[src/rtl/count_seq_pkg.sv]
// Shared types and constants for the count sequencer.
// Holds the command mode encoding, the controller state encoding, the
// counter select values and a helper that picks the starting direction.
package count_seq_pkg;

    // Direction modes carried by a command; the fourth encoding is reserved
    // and behaves like MODE_UP.
    typedef enum logic [1:0] {
        MODE_UP       = 2'd0,
        MODE_DOWN     = 2'd1,
        MODE_PINGPONG = 2'd2
    } mode_e;

    // Controller states.
    typedef enum logic [1:0] {
        S_IDLE   = 2'd0,
        S_RUN    = 2'd1,
        S_RELOAD = 2'd2,
        S_DONE   = 2'd3
    } state_e;

    // Datapath select values.
    localparam logic SEL_UP   = 1'b0;
    localparam logic SEL_DOWN = 1'b1;

    // Direction of the first pass of a command: only DOWN starts counting down.
    // PINGPONG and the reserved mode both start upward.
    function automatic logic start_dir(input logic [1:0] mode);
        start_dir = (mode == MODE_DOWN) ? SEL_DOWN : SEL_UP;
    endfunction

    // A command with no steps or no passes does nothing useful and is flagged.
    function automatic logic is_illegal(input logic limit_zero, input logic passes_zero);
        is_illegal = limit_zero | passes_zero;
    endfunction

endpackage

[src/rtl/count_seq_target.sv]
// Terminal-value detector for the count sequencer.
// Counting up, the pass ends when the datapath reaches the limit. Counting
// down from 0 the datapath wraps, so the pass ends at the two's-complement
// negative of the limit (limit=3 ends at 13 for WIDTH=4).
module count_seq_target
    import count_seq_pkg::*;
#(
    parameter int WIDTH = 4
) (
    input  logic             dir,
    input  logic [WIDTH-1:0] limit,
    input  logic [WIDTH-1:0] ctr_value,
    output logic             hit
);

    logic [WIDTH-1:0] target;

    // Select the terminal value for the current direction and compare.
    always_comb begin
        target = limit;
        if (dir == SEL_DOWN) begin
            target = -limit;
        end
        hit = (ctr_value == target);
    end

endmodule

[src/rtl/count_sequencer.sv]
// Count sequencer: accepts one command at a time (mode, limit, passes) over a
// valid/ready handshake and sequences an external up/down counter through the
// requested number of passes, pulsing pass_done per pass and done at the end.
// Optional feature: define COUNT_SEQ_ABORT_EN to add the abort input, which
// ends a running command early with err set.
module count_sequencer
    import count_seq_pkg::*;
#(
    parameter int WIDTH  = 4,
    parameter int PASS_W = 4
) (
    input  logic              clk,
    input  logic              clear_n,
    input  logic              cmd_valid,
    output logic              cmd_ready,
    input  logic [1:0]        cmd_mode,
    input  logic [WIDTH-1:0]  cmd_limit,
    input  logic [PASS_W-1:0] cmd_passes,
    output logic              ctr_clear,
    output logic              ctr_select,
    input  logic [WIDTH-1:0]  ctr_value,
`ifdef COUNT_SEQ_ABORT_EN
    input  logic              abort,
`endif
    output logic              busy,
    output logic              pass_done,
    output logic              done,
    output logic              err
);

    localparam logic [PASS_W-1:0] PASS_ONE = PASS_W'(1);

    state_e            state;
    state_e            state_d;
    logic [1:0]        mode_q;
    logic [1:0]        mode_d;
    logic [WIDTH-1:0]  limit_q;
    logic [WIDTH-1:0]  limit_d;
    logic [PASS_W-1:0] passes_q;
    logic [PASS_W-1:0] passes_d;
    logic [PASS_W-1:0] pass_cnt;
    logic [PASS_W-1:0] pass_cnt_d;
    logic              dir;
    logic              dir_d;
    logic              err_q;
    logic              err_d;
    logic              accept;
    logic              hit;
    logic              abort_req;

`ifdef COUNT_SEQ_ABORT_EN
    assign abort_req = abort;
`else
    assign abort_req = 1'b0;
`endif

    assign accept = cmd_valid && (state == S_IDLE);

    count_seq_target #(
        .WIDTH(WIDTH)
    ) u_target (
        .dir       (dir),
        .limit     (limit_q),
        .ctr_value (ctr_value),
        .hit       (hit)
    );

    // State, latched command and pass bookkeeping registers.
    always_ff @(posedge clk or negedge clear_n) begin
        if (!clear_n) begin
            state    <= S_IDLE;
            mode_q   <= '0;
            limit_q  <= '0;
            passes_q <= '0;
            pass_cnt <= '0;
            dir      <= SEL_UP;
            err_q    <= 1'b0;
        end else begin
            state    <= state_d;
            mode_q   <= mode_d;
            limit_q  <= limit_d;
            passes_q <= passes_d;
            pass_cnt <= pass_cnt_d;
            dir      <= dir_d;
            err_q    <= err_d;
        end
    end

    // Next-state logic and Moore output decode from the registered state.
    always_comb begin
        state_d    = state;
        mode_d     = mode_q;
        limit_d    = limit_q;
        passes_d   = passes_q;
        pass_cnt_d = pass_cnt;
        dir_d      = dir;
        err_d      = err_q;

        cmd_ready  = 1'b0;
        busy       = 1'b1;
        ctr_clear  = 1'b1;
        ctr_select = SEL_UP;
        pass_done  = 1'b0;
        done       = 1'b0;
        err        = 1'b0;

        case (state)
            S_IDLE: begin
                cmd_ready = 1'b1;
                busy      = 1'b0;
                if (accept) begin
                    mode_d     = cmd_mode;
                    limit_d    = cmd_limit;
                    passes_d   = cmd_passes;
                    dir_d      = start_dir(cmd_mode);
                    pass_cnt_d = '0;
                    if (is_illegal(cmd_limit == '0, cmd_passes == '0)) begin
                        err_d   = 1'b1;
                        state_d = S_DONE;
                    end else begin
                        err_d   = 1'b0;
                        state_d = S_RUN;
                    end
                end
            end

            S_RUN: begin
                ctr_clear  = 1'b0;
                ctr_select = dir;
                if (abort_req) begin
                    err_d   = 1'b1;
                    state_d = S_DONE;
                end else if (hit) begin
                    pass_cnt_d = pass_cnt + PASS_ONE;
                    if ((pass_cnt + PASS_ONE) == passes_q) begin
                        state_d = S_DONE;
                    end else begin
                        state_d = S_RELOAD;
                    end
                end
            end

            S_RELOAD: begin
                pass_done = 1'b1;
                if (abort_req) begin
                    err_d   = 1'b1;
                    state_d = S_DONE;
                end else begin
                    if (mode_q == MODE_PINGPONG) begin
                        dir_d = ~dir;
                    end
                    state_d = S_RUN;
                end
            end

            S_DONE: begin
                done       = 1'b1;
                err        = err_q;
                pass_done  = ~err_q;
                pass_cnt_d = '0;
                state_d    = S_IDLE;
            end

            default: begin
                state_d = S_IDLE;
            end
        endcase
    end

endmodule

[config.mk]
export PLATFORM = sky130hd
export DESIGN_NAME = count_sequencer
export DESIGN_NICKNAME = d
export VERILOG_FILES = /design/src/rtl/count_seq_pkg.sv /design/src/rtl/count_seq_target.sv /design/src/rtl/count_sequencer.sv
export SDC_FILE = /design/constraint.sdc
export NUM_CORES = 1
export LEC_CHECK = 0
export CAP_MARGIN = 10
export CORE_AREA = 3 3 62 64
export DETAILED_ROUTE_END_ITERATION = 10
export DIE_AREA = 0 0 65 67
export PLACE_DENSITY_LB_ADDON = 0.12
export SETUP_SLACK_MARGIN = 0.5
export SLEW_MARGIN = 20
export SYNTH_ARGS = -nofsm -noshare
export SYNTH_HDL_FRONTEND = slang
export SYNTH_SLANG_ARGS = --single-unit
[constraint.sdc]
create_clock -name clk -period 2.4 [get_ports clk]
set_clock_uncertainty 0.15 [all_clocks]
set_input_delay 0.48 -clock clk [delete_from_list [all_inputs] [get_ports clk]]
set_output_delay 0.48 -clock clk [all_outputs]
set_load 0.005 [all_outputs]
# Word level (Yosys, flattened, before mapping)
# Cells that the tools add are included.
dict set report classes {
  add_sub_neg 2
  n_eq_ne 10
  mux 21
  bitwise 3
  reduce_logical 10
}
# op count
set op_table {}
lappend op_table {{$mux 4} 3}
lappend op_table {{$pmux 4 s3} 1}
lappend op_table {{$mux 1} 11}
lappend op_table {{$eq 4x4->1} 2}
lappend op_table {{$logic_not 4->1} 2}
lappend op_table {{$pmux 2 s4} 1}
lappend op_table {{$eq 2x2->1 const B} 3}
lappend op_table {{$mux 2} 3}
lappend op_table {{$ne 2x2->1 const B} 3}
lappend op_table {{$reduce_and 3->1} 2}
lappend op_table {{$add 4x1->4 const B} 1}
lappend op_table {{$eq 2x1->1 const B} 2}
lappend op_table {{$neg 4->4} 1}
lappend op_table {{$pmux 1 s2} 2}
lappend op_table {{$reduce_and 2->1} 2}
lappend op_table {{$reduce_bool 3->1} 1}
lappend op_table {{$logic_not 2->1} 1}
lappend op_table {{$not 1->1} 2}
lappend op_table {{$reduce_bool 2->1} 1}
lappend op_table {{$logic_and 1x1->1} 1}
lappend op_table {{$or 1x1->1} 1}
dict set report totals {
  register_bits 18
  in_bits 17
  out_inout_bits 7
  wordCells 53
}

# Depth between registers and ports, before layout
# Gate-level depths: netlist (run 1).
dict set report depth {
  ltp_word 5
  depth_mapped 7
}

# Hierarchy
# A second synthesis (run 1) with hierarchy kept.
dict set report unflattened {
  cells_unflattened 94
  hier_area_um2 1042.2
}
# mod n_inst cells_per_inst area_each_um2
set by_module_without_submodules {}
lappend by_module_without_submodules {count_sequencer 1 81 918.4}
lappend by_module_without_submodules {count_seq_target 1 13 123.9}

# Least setup slack after synthesis (run 1)
# No wires, ideal clock.
dict set report synth_path {
  path_kind {flip-flop to flip-flop}
  startpoint {register limit_q[1]}
  endpoint {register pass_cnt[1]}
  setup_time_ps 126
  t_arrival_ps 1650
  required_time_ps 2124
  setup_slack_ps 474
  path_stages_with_launch 8
  n_path_buf 0
  period_less_slack_ps 1926
  path_cell_list {dfrtp_1 -> inv_1 -> ha_1 -> mux2i_4 -> xor2_2 -> nand4_1 -> and3_1 -> a221o_1}
}
dict set report synth_between {
  elab_chain_len 5
}
# element line
set synth_rtl {}
lappend synth_rtl {{start: declaration} count_sequencer.sv:37} ;# logic [WIDTH-1:0] limit_q;
lappend synth_rtl {{start signal: assignment} count_sequencer.sv:81} ;# limit_q <= limit_d;
lappend synth_rtl {{$neg 4->4} count_seq_target.sv:22} ;# target = -limit;
lappend synth_rtl {{$mux 4 (*)} count_seq_target.sv:21} ;# if (dir == SEL_DOWN) begin
lappend synth_rtl {{$eq 4x4->1 (*)} count_seq_target.sv:24} ;# hit = (ctr_value == target);
lappend synth_rtl {{$ne 2x2->1 (no source line) (*)} n/a}
lappend synth_rtl {{$reduce_and 3->1 (no source line) (*)} n/a}
lappend synth_rtl {{end signal: assignment} count_sequencer.sv:83} ;# pass_cnt <= pass_cnt_d;
lappend synth_rtl {{end: declaration} count_sequencer.sv:41} ;# logic [PASS_W-1:0] pass_cnt;
# Every way passes the cells marked *; elsewhere a longest branch is shown, timed or not.
# A chain may end at the register's enable or synchronous reset.

# Worst setup path after layout (run 1)
dict set report layout_path {
  startpoint {register state[1]}
  endpoint {output port pass_done}
}
dict set report layout_between {
  elab_chain_len 2
}
# element line
set layout_rtl {}
lappend layout_rtl {{start: declaration} count_sequencer.sv:33} ;# state_e state;
lappend layout_rtl {{start signal: assignment} count_sequencer.sv:79} ;# state <= state_d;
lappend layout_rtl {{$eq 2x2->1} count_sequencer.sv:107} ;# case (state)
lappend layout_rtl {{$pmux 1 s2 (*)} count_sequencer.sv:107}
lappend layout_rtl {{end: declaration} count_sequencer.sv:26} ;# output logic pass_done,
# Marked as above.

==> results.sh, run 1 <==
export IMPL_slew_headroom_pct=76.47
export IMPL_synth_warnings=0
export IMPL_cp_cell_sequence="buf_6, buf_6, ha_4, a21o_1, buf_2"
export IMPL_cp_required_ps=1770
export IMPL_postSynthCellCount=112
export IMPL_critPathTopFamily="flip-flops"
export IMPL_async_flop_share_pct=100.0
export IMPL_crit_top_cell="buf_6"
export IMPL_worstSkewPairLatency_ps=300
export IMPL_routed_wl_um=2876
export IMPL_leakage_nw=0.7519
export IMPL_synth_flop_cell="dfrtp_1"
export IMPL_fin_crit_sh_pct=83.55
export IMPL_hold_violations=0
export IMPL_fillers=329
export IMPL_antennaDiodeCount=0
export IMPL_fmax_ghz=0.4987
export IMPL_cts_tree="yes"
export IMPL_cp_num_buf_inv=3
export IMPL_seqCellArea_um2=451.7
export IMPL_firstDrtPassIters=4
export IMPL_final_cell_mix="buf_4 (18), dfrtp_1 (17), clkdlybuf4s50_1 (16)"
export IMPL_rows=21
export IMPL_worst_path_largest_cell_delay_ps=430
export IMPL_ys_types=37
export IMPL_viasPerCell=4.874
export IMPL_grt_max_degree=19
export IMPL_critical_path_max_fanout=2
export IMPL_gp_congestion=0.8176
export IMPL_endpoint_kind="primary output"
export IMPL_cts_buffers=3
export IMPL_ios=24
export IMPL_path_clk_slew_ps=110
export IMPL_cts_sinks=18
export IMPL_cts_max_level=1
export IMPL_dpl_worst_slack_ps=72.63
export IMPL_die_y_um=67
export IMPL_status="complete, no violations"
export IMPL_drt_initial_drc_count=36
export IMPL_start_kind="flop"
export IMPL_tightest_slew_ps=350.4
export IMPL_routedWlPerCell_um=13.89
export IMPL_drive_above_1_share_pct=44.10
export IMPL_setup_violations=0
export IMPL_crit_arrival_ps=1380
export IMPL_coreArea_um2=3337
export IMPL_powerDensity_nw_per_um2=1351
export IMPL_final_antenna_net_count=0
export IMPL_drc_errors=0
export IMPL_rsz0062_at_grt="yes"
export IMPL_setup_ws_ps=394.7
export IMPL_grt_pass1_vias=991
export IMPL_gr_usage_all_layers_pct=13.86
export IMPL_final_common_cell="buf_4"
export IMPL_numPortBuffers=23
export IMPL_initial_core_util_pct=34.91
export IMPL_path_class="flop to primary output"
export IMPL_synth_fp_nets=135
export IMPL_grt_overflow=0
export IMPL_place_hpwl_um=1960
export IMPL_final_nets=185
export IMPL_min_period_ps=2005
export IMPL_syn_area_um2=1165
export IMPL_synth_edff_count=0
export IMPL_hold_path_class="input port to async pin"
export IMPL_drv_cap=0
export IMPL_die_area_um2=4355
export IMPL_multiInputGateArea_um2=810.8
export IMPL_seq_area_frac_synth_pct=38.67
export IMPL_synthToLayoutAreaGrowth_pct=54.46
export IMPL_slowest_stage="dfrtp_1"
export IMPL_slew_viol_final=0
export IMPL_finalSetupTns_ps=0
export IMPL_die_x_um=65
export IMPL_clockBufferDepth=2
export IMPL_antenna_found_initial=0
export IMPL_syn_area_per_cell_um2=10.40
export IMPL_synth_seq_cells=18
export IMPL_routed_via_count=1009
export IMPL_grt_pass1_wl_um=4623
export IMPL_cts_root_buf="clkbuf_4"
export IMPL_ir_worst_vdd_uv=506.9
-- worst register-to-register path, delay by kind of cell, from the launching register on --
family / cells / cell delay, ps
compound gates: 2 / 560
fa+ha+maj: 1 / 140
buf+inv: 5 / 570
flops: 1 / 440
-- Yosys cell counts, drive strengths merged (3+ instances only) --
| library cell | number | area share (%) |
|---|---|---|
| ha | 6 | 6.4 |
| mux2 | 10 | 9.7 |
| dfrtp | 18 | 39 |
| xor2 | 4 | 3.7 |
| nand2 | 5 | 1.6 |
| xnor2 | 10 | 8.2 |
| o21ai | 3 | 1.3 |
| inv | 8 | 2.6 |
| nor2 | 10 | 3.2 |
| a21oi | 7 | 3.0 |
| nand3 | 3 | 1.3 |
-- kinds of logic after synthesis --
group           Yosys count  share of synthesized area (%)
compound gates           23                          14.61
xor+xnor                 14                          11.82
fa+ha+maj                 6                          6.445
buf+inv                  10                          3.222
flops                    18                          38.67
mux                      12                          12.46
simple gates             29                          12.78
-- worst paths after layout --
| check | end | cells past startpoint | from | slack, ps |
|---|---|---|---|---|
| worst max-delay path | pass_done | 5 | state[1]$_DFFE_PN0P_ | 390 |
| worst min-delay path | mode_q[0]$_DFFE_PN0P_ | 2 | clear_n | 350 |
| worst max register to register | pass_cnt[1]$_DFFE_PN0P_ | 8 | state[0]$_DFFE_PN0P_ | 440 |
| worst min register to register | mode_q[0]$_DFFE_PN0P_ | 1 | mode_q[0]$_DFFE_PN0P_ | 350 |
| max in group asynchronous | limit_q[0]$_DFFE_PN0P_ | 2 | clear_n | 1530 |
| min in group clk | mode_q[0]$_DFFE_PN0P_ | 1 | mode_q[0]$_DFFE_PN0P_ | 350 |
-- where the power goes --
group,switching (mW),internal [mW]
clock,0.105,0.0926
sequential,0.134,0.433
combinational,0.756,0.911
-- metrics by stage --
stage / utilization, % / total power, mW / instances / hold WS [ps] / cell area (µm²)
after floorplan: - / 1.386 / 112 / 34.41 / 1177
after global placement: 44.36 / 1.710 / 182 / 331.0 / 1480
after detailed placement: 44.36 / 1.727 / 182 / 335.6 / 1480
after CTS: 50.24 / 2.159 / 202 / 357.3 / 1677
after global routing: 53.92 / 2.602 / 207 / 366.4 / 1799
final: 53.92 / 2.431 / 207 / 352.3 / 1799
-- state kept, by name, summed over array words and instances, names as in the netlist --
register  cells
dir           1
err_q         1
pass_cnt      4
limit_q       4
state         2
mode_q        2
passes_q      4
-- routing by layer --
metal | track usage [%] | vias to the layer above | part of all wire [%]
li1 | - | 499 | -
met1 | 16.86 | 485 | 44
met2 | 24.39 | 21 | 50
met3 | 2.024 | 4 | 4.6
met4 | 5.541 | 0 | 0.97
met5 | 0 | - | 0
-- final cells by class --
class                      instances  share of cell area [%]
tap                               46                   3.199
multi-input combinational         84                   45.06
inverter                           8                   1.947
sequential                        18                   25.10
clock buffer                       4                   2.017
timing repair buffer              47                   22.67
-- repair_timing --
action,4_1_cts,5_1_grt
setup endpoints to repair,23,22
gates resized for setup,26,33
setup buffers,16,5
pin swaps,1,10
hold buffers,0,0
endpoints found under the hold margin,0,0
cloned,0,0
Note: power is estimated with default switching activity, not from simulation.
==> run 2: changes to the inputs <==
clock period = 1.7 ns   (was 2.4 ns; I/O delays follow)
==> run 2 against run 1 <==
The flow now finishes with violations (negative setup slack). Critical endpoint unchanged. Power grew 76%. Clock power grew 16%. Sequential share of layout area shrank 4.0 points. Utilization grew 11 points. Flip-flop and latch count is the same. Worst hold slack lost 130 ps. Largest cell class unchanged.
==> results.sh, run 2 (synthesis gave the netlist of run 1 again) <==
export IMPL_status="finished with violations"
export IMPL_failed_checks="negative setup slack"
export IMPL_die_area_um2=4355
export IMPL_cts_root_buf="clkbuf_4"
export IMPL_worst_path_largest_cell_delay_ps=470
export IMPL_setup_ws_ps=-206.9
export IMPL_numPortBuffers=23
export IMPL_cts_sinks=18
export IMPL_crit_top_cell="buf_6"
export IMPL_rows=21
export IMPL_antenna_found_initial=0
export IMPL_reg_top3="limit_q: 4 flops, pass_cnt: 4 flops, passes_q: 4 flops"
export IMPL_firstDrtPassIters=4
export IMPL_cts_buffers=3
export IMPL_slowest_stage="dfrtp_2"
export IMPL_cp_required_ps=1210
export IMPL_path_class="flop to primary output"
export IMPL_grt_pass1_wl_um=5264
export IMPL_drt_initial_drc_count=30
export IMPL_finish_utilization_pct=64.79
export IMPL_hold_path_class="input port to async pin"
export IMPL_routedWlPerCell_um=14.83
export IMPL_start_kind="flop"
export IMPL_fmax_ghz=0.5244
export IMPL_place_hpwl_um=2309
export IMPL_drive_above_1_share_pct=58.06
export IMPL_die_x_um=65
export IMPL_seq_power_share_pct=19.0
export IMPL_critical_path_max_fanout=4
export IMPL_final_common_cell="buf_4"
export IMPL_dpl_worst_slack_ps=-405.6
export IMPL_gp_congestion=0.7846
export IMPL_cts_max_level=1
export IMPL_worstSkewPairLatency_ps=290
export IMPL_path_clk_slew_ps=110
export IMPL_antennaDiodeCount=0
export IMPL_min_period_ps=1907
export IMPL_final_cell_mix="buf_4 (33), buf_6 (17), clkdlybuf4s50_1 (16)"
export IMPL_critPathTopFamily="flip-flops"
export IMPL_ir_worst_vdd_uv=982.7
export IMPL_coreArea_um2=3337
export IMPL_p_total_mw=4.275
export IMPL_multiInputGateArea_um2=913.4
export IMPL_cp_cell_sequence="buf_6, buf_6, ha_4, a21o_1, buf_2"
export IMPL_endpoint_kind="primary output"
export IMPL_fin_crit_sh_pct=112.2
export IMPL_crit_arrival_ps=1420
export IMPL_power_net_switching_mw=1.697
export IMPL_grt_max_degree=19
export IMPL_gr_usage_all_layers_pct=15.71
export IMPL_switching_share_pct=39.69
export IMPL_tightest_slew_ps=510.5
export IMPL_grt_overflow=0
export IMPL_p_int_mw=2.578
export IMPL_leakage_nw=0.9530
export IMPL_hold_violations=0
export IMPL_synthToLayoutAreaGrowth_pct=85.61
export IMPL_cts_tree="yes"
export IMPL_fillers=287
export IMPL_setup_violations=23
export IMPL_die_y_um=67
export IMPL_grt_pass1_vias=1140
export IMPL_clkPwrFrac_pct=5.4
export IMPL_routed_via_count=1124
export IMPL_clockBufferDepth=2
export IMPL_ios=24
export IMPL_slew_headroom_pct=65.86
export IMPL_powerDensity_nw_per_um2=1977
export IMPL_cp_num_buf_inv=3
export IMPL_seqCellArea_um2=455.4
export IMPL_initial_core_util_pct=34.91
export IMPL_final_nets=210
export IMPL_slew_viol_final=0
export IMPL_viasPerCell=4.845
export IMPL_routed_wl_um=3441
export IMPL_final_antenna_net_count=0
export IMPL_rsz0062_at_grt="yes"
export IMPL_p_comb_share_pct=75.6
export IMPL_drv_cap=0
export IMPL_drc_errors=0
-- run 2: cell type report --
class,count,area share (%)
tap,46,2.662
clock buffer,4,1.215
inverter,8,2.083
multi-input combinational,85,42.25
sequential,18,21.06
timing repair buffer,71,30.73
-- run 2: power groups by stage --
stage / combinational [mW] / sequential (mW) / clock [mW]
6_report: 3.23 / 0.813 / 0.229
5_1_grt: 3.48 / 0.841 / 0.258
4_1_cts: 2.69 / 0.809 / 0.240
3_5_place_dp: 2.42 / 0.821 / 0
3_3_place_gp: 2.36 / 0.811 / 0
2_1_floorplan: 1.51 / 0.800 / 0
-- run 2: worst paths after layout --
kind | from | cells after the start | endpoint | slack (ps)
min | clear_n | 2 | err_q$_DFFE_PN0P_ | 220
min reg2reg | mode_q[0]$_DFFE_PN0P_ | 1 | mode_q[0]$_DFFE_PN0P_ | 380
min in group clk | mode_q[0]$_DFFE_PN0P_ | 1 | mode_q[0]$_DFFE_PN0P_ | 380
max reg2reg | limit_q[1]$_DFFE_PN0P_ | 7 | pass_cnt[0]$_DFFE_PN0P_ | -190
max in group asynchronous | clear_n | 2 | limit_q[1]$_DFFE_PN0P_ | 960
max | state[1]$_DFFE_PN0P_ | 5 | pass_done | -210
-- run 2: timing repair --
action | 4_1_cts | 5_1_grt
hold buffers | 0 | 0
resized for setup | 42 | 26
hold endpoints to repair | 0 | 0
cloned | 0 | 1
setup buffers | 9 | 7
setup endpoints to repair | 25 | 25
pin swaps | 11 | 7
-- run 2: routing by layer --
metal | GRT usage (%) | routed length [µm] | up-vias
met5 | 0 | 0 | -
met4 | 4.749 | 21 | 0
met3 | 2.024 | 185 | 2
met1 | 17.98 | 1354 | 538
met2 | 30.01 | 1880 | 32
li1 | - | - | 552
-- run 2: through the flow --
step / std cells / cell area (µm²) / hold WS (ps) / TNS, ps
floorplan: 112 / 1329 / -105.6 / -324.6
global placement: 211 / 1841 / 337.7 / -2854
detailed placement: 211 / 1841 / 361.5 / -3177
CTS: 224 / 1972 / 223.0 / -1547
global route: 232 / 2162 / 234.0 / -3366
finish: 232 / 2162 / 218.8 / -1958
==> run 3: changes to the inputs <==
CAP_MARGIN = unset   (was 10)
==> results of run 3 <==
No change in the layout: final DEF, timing and power equal those of run 2.
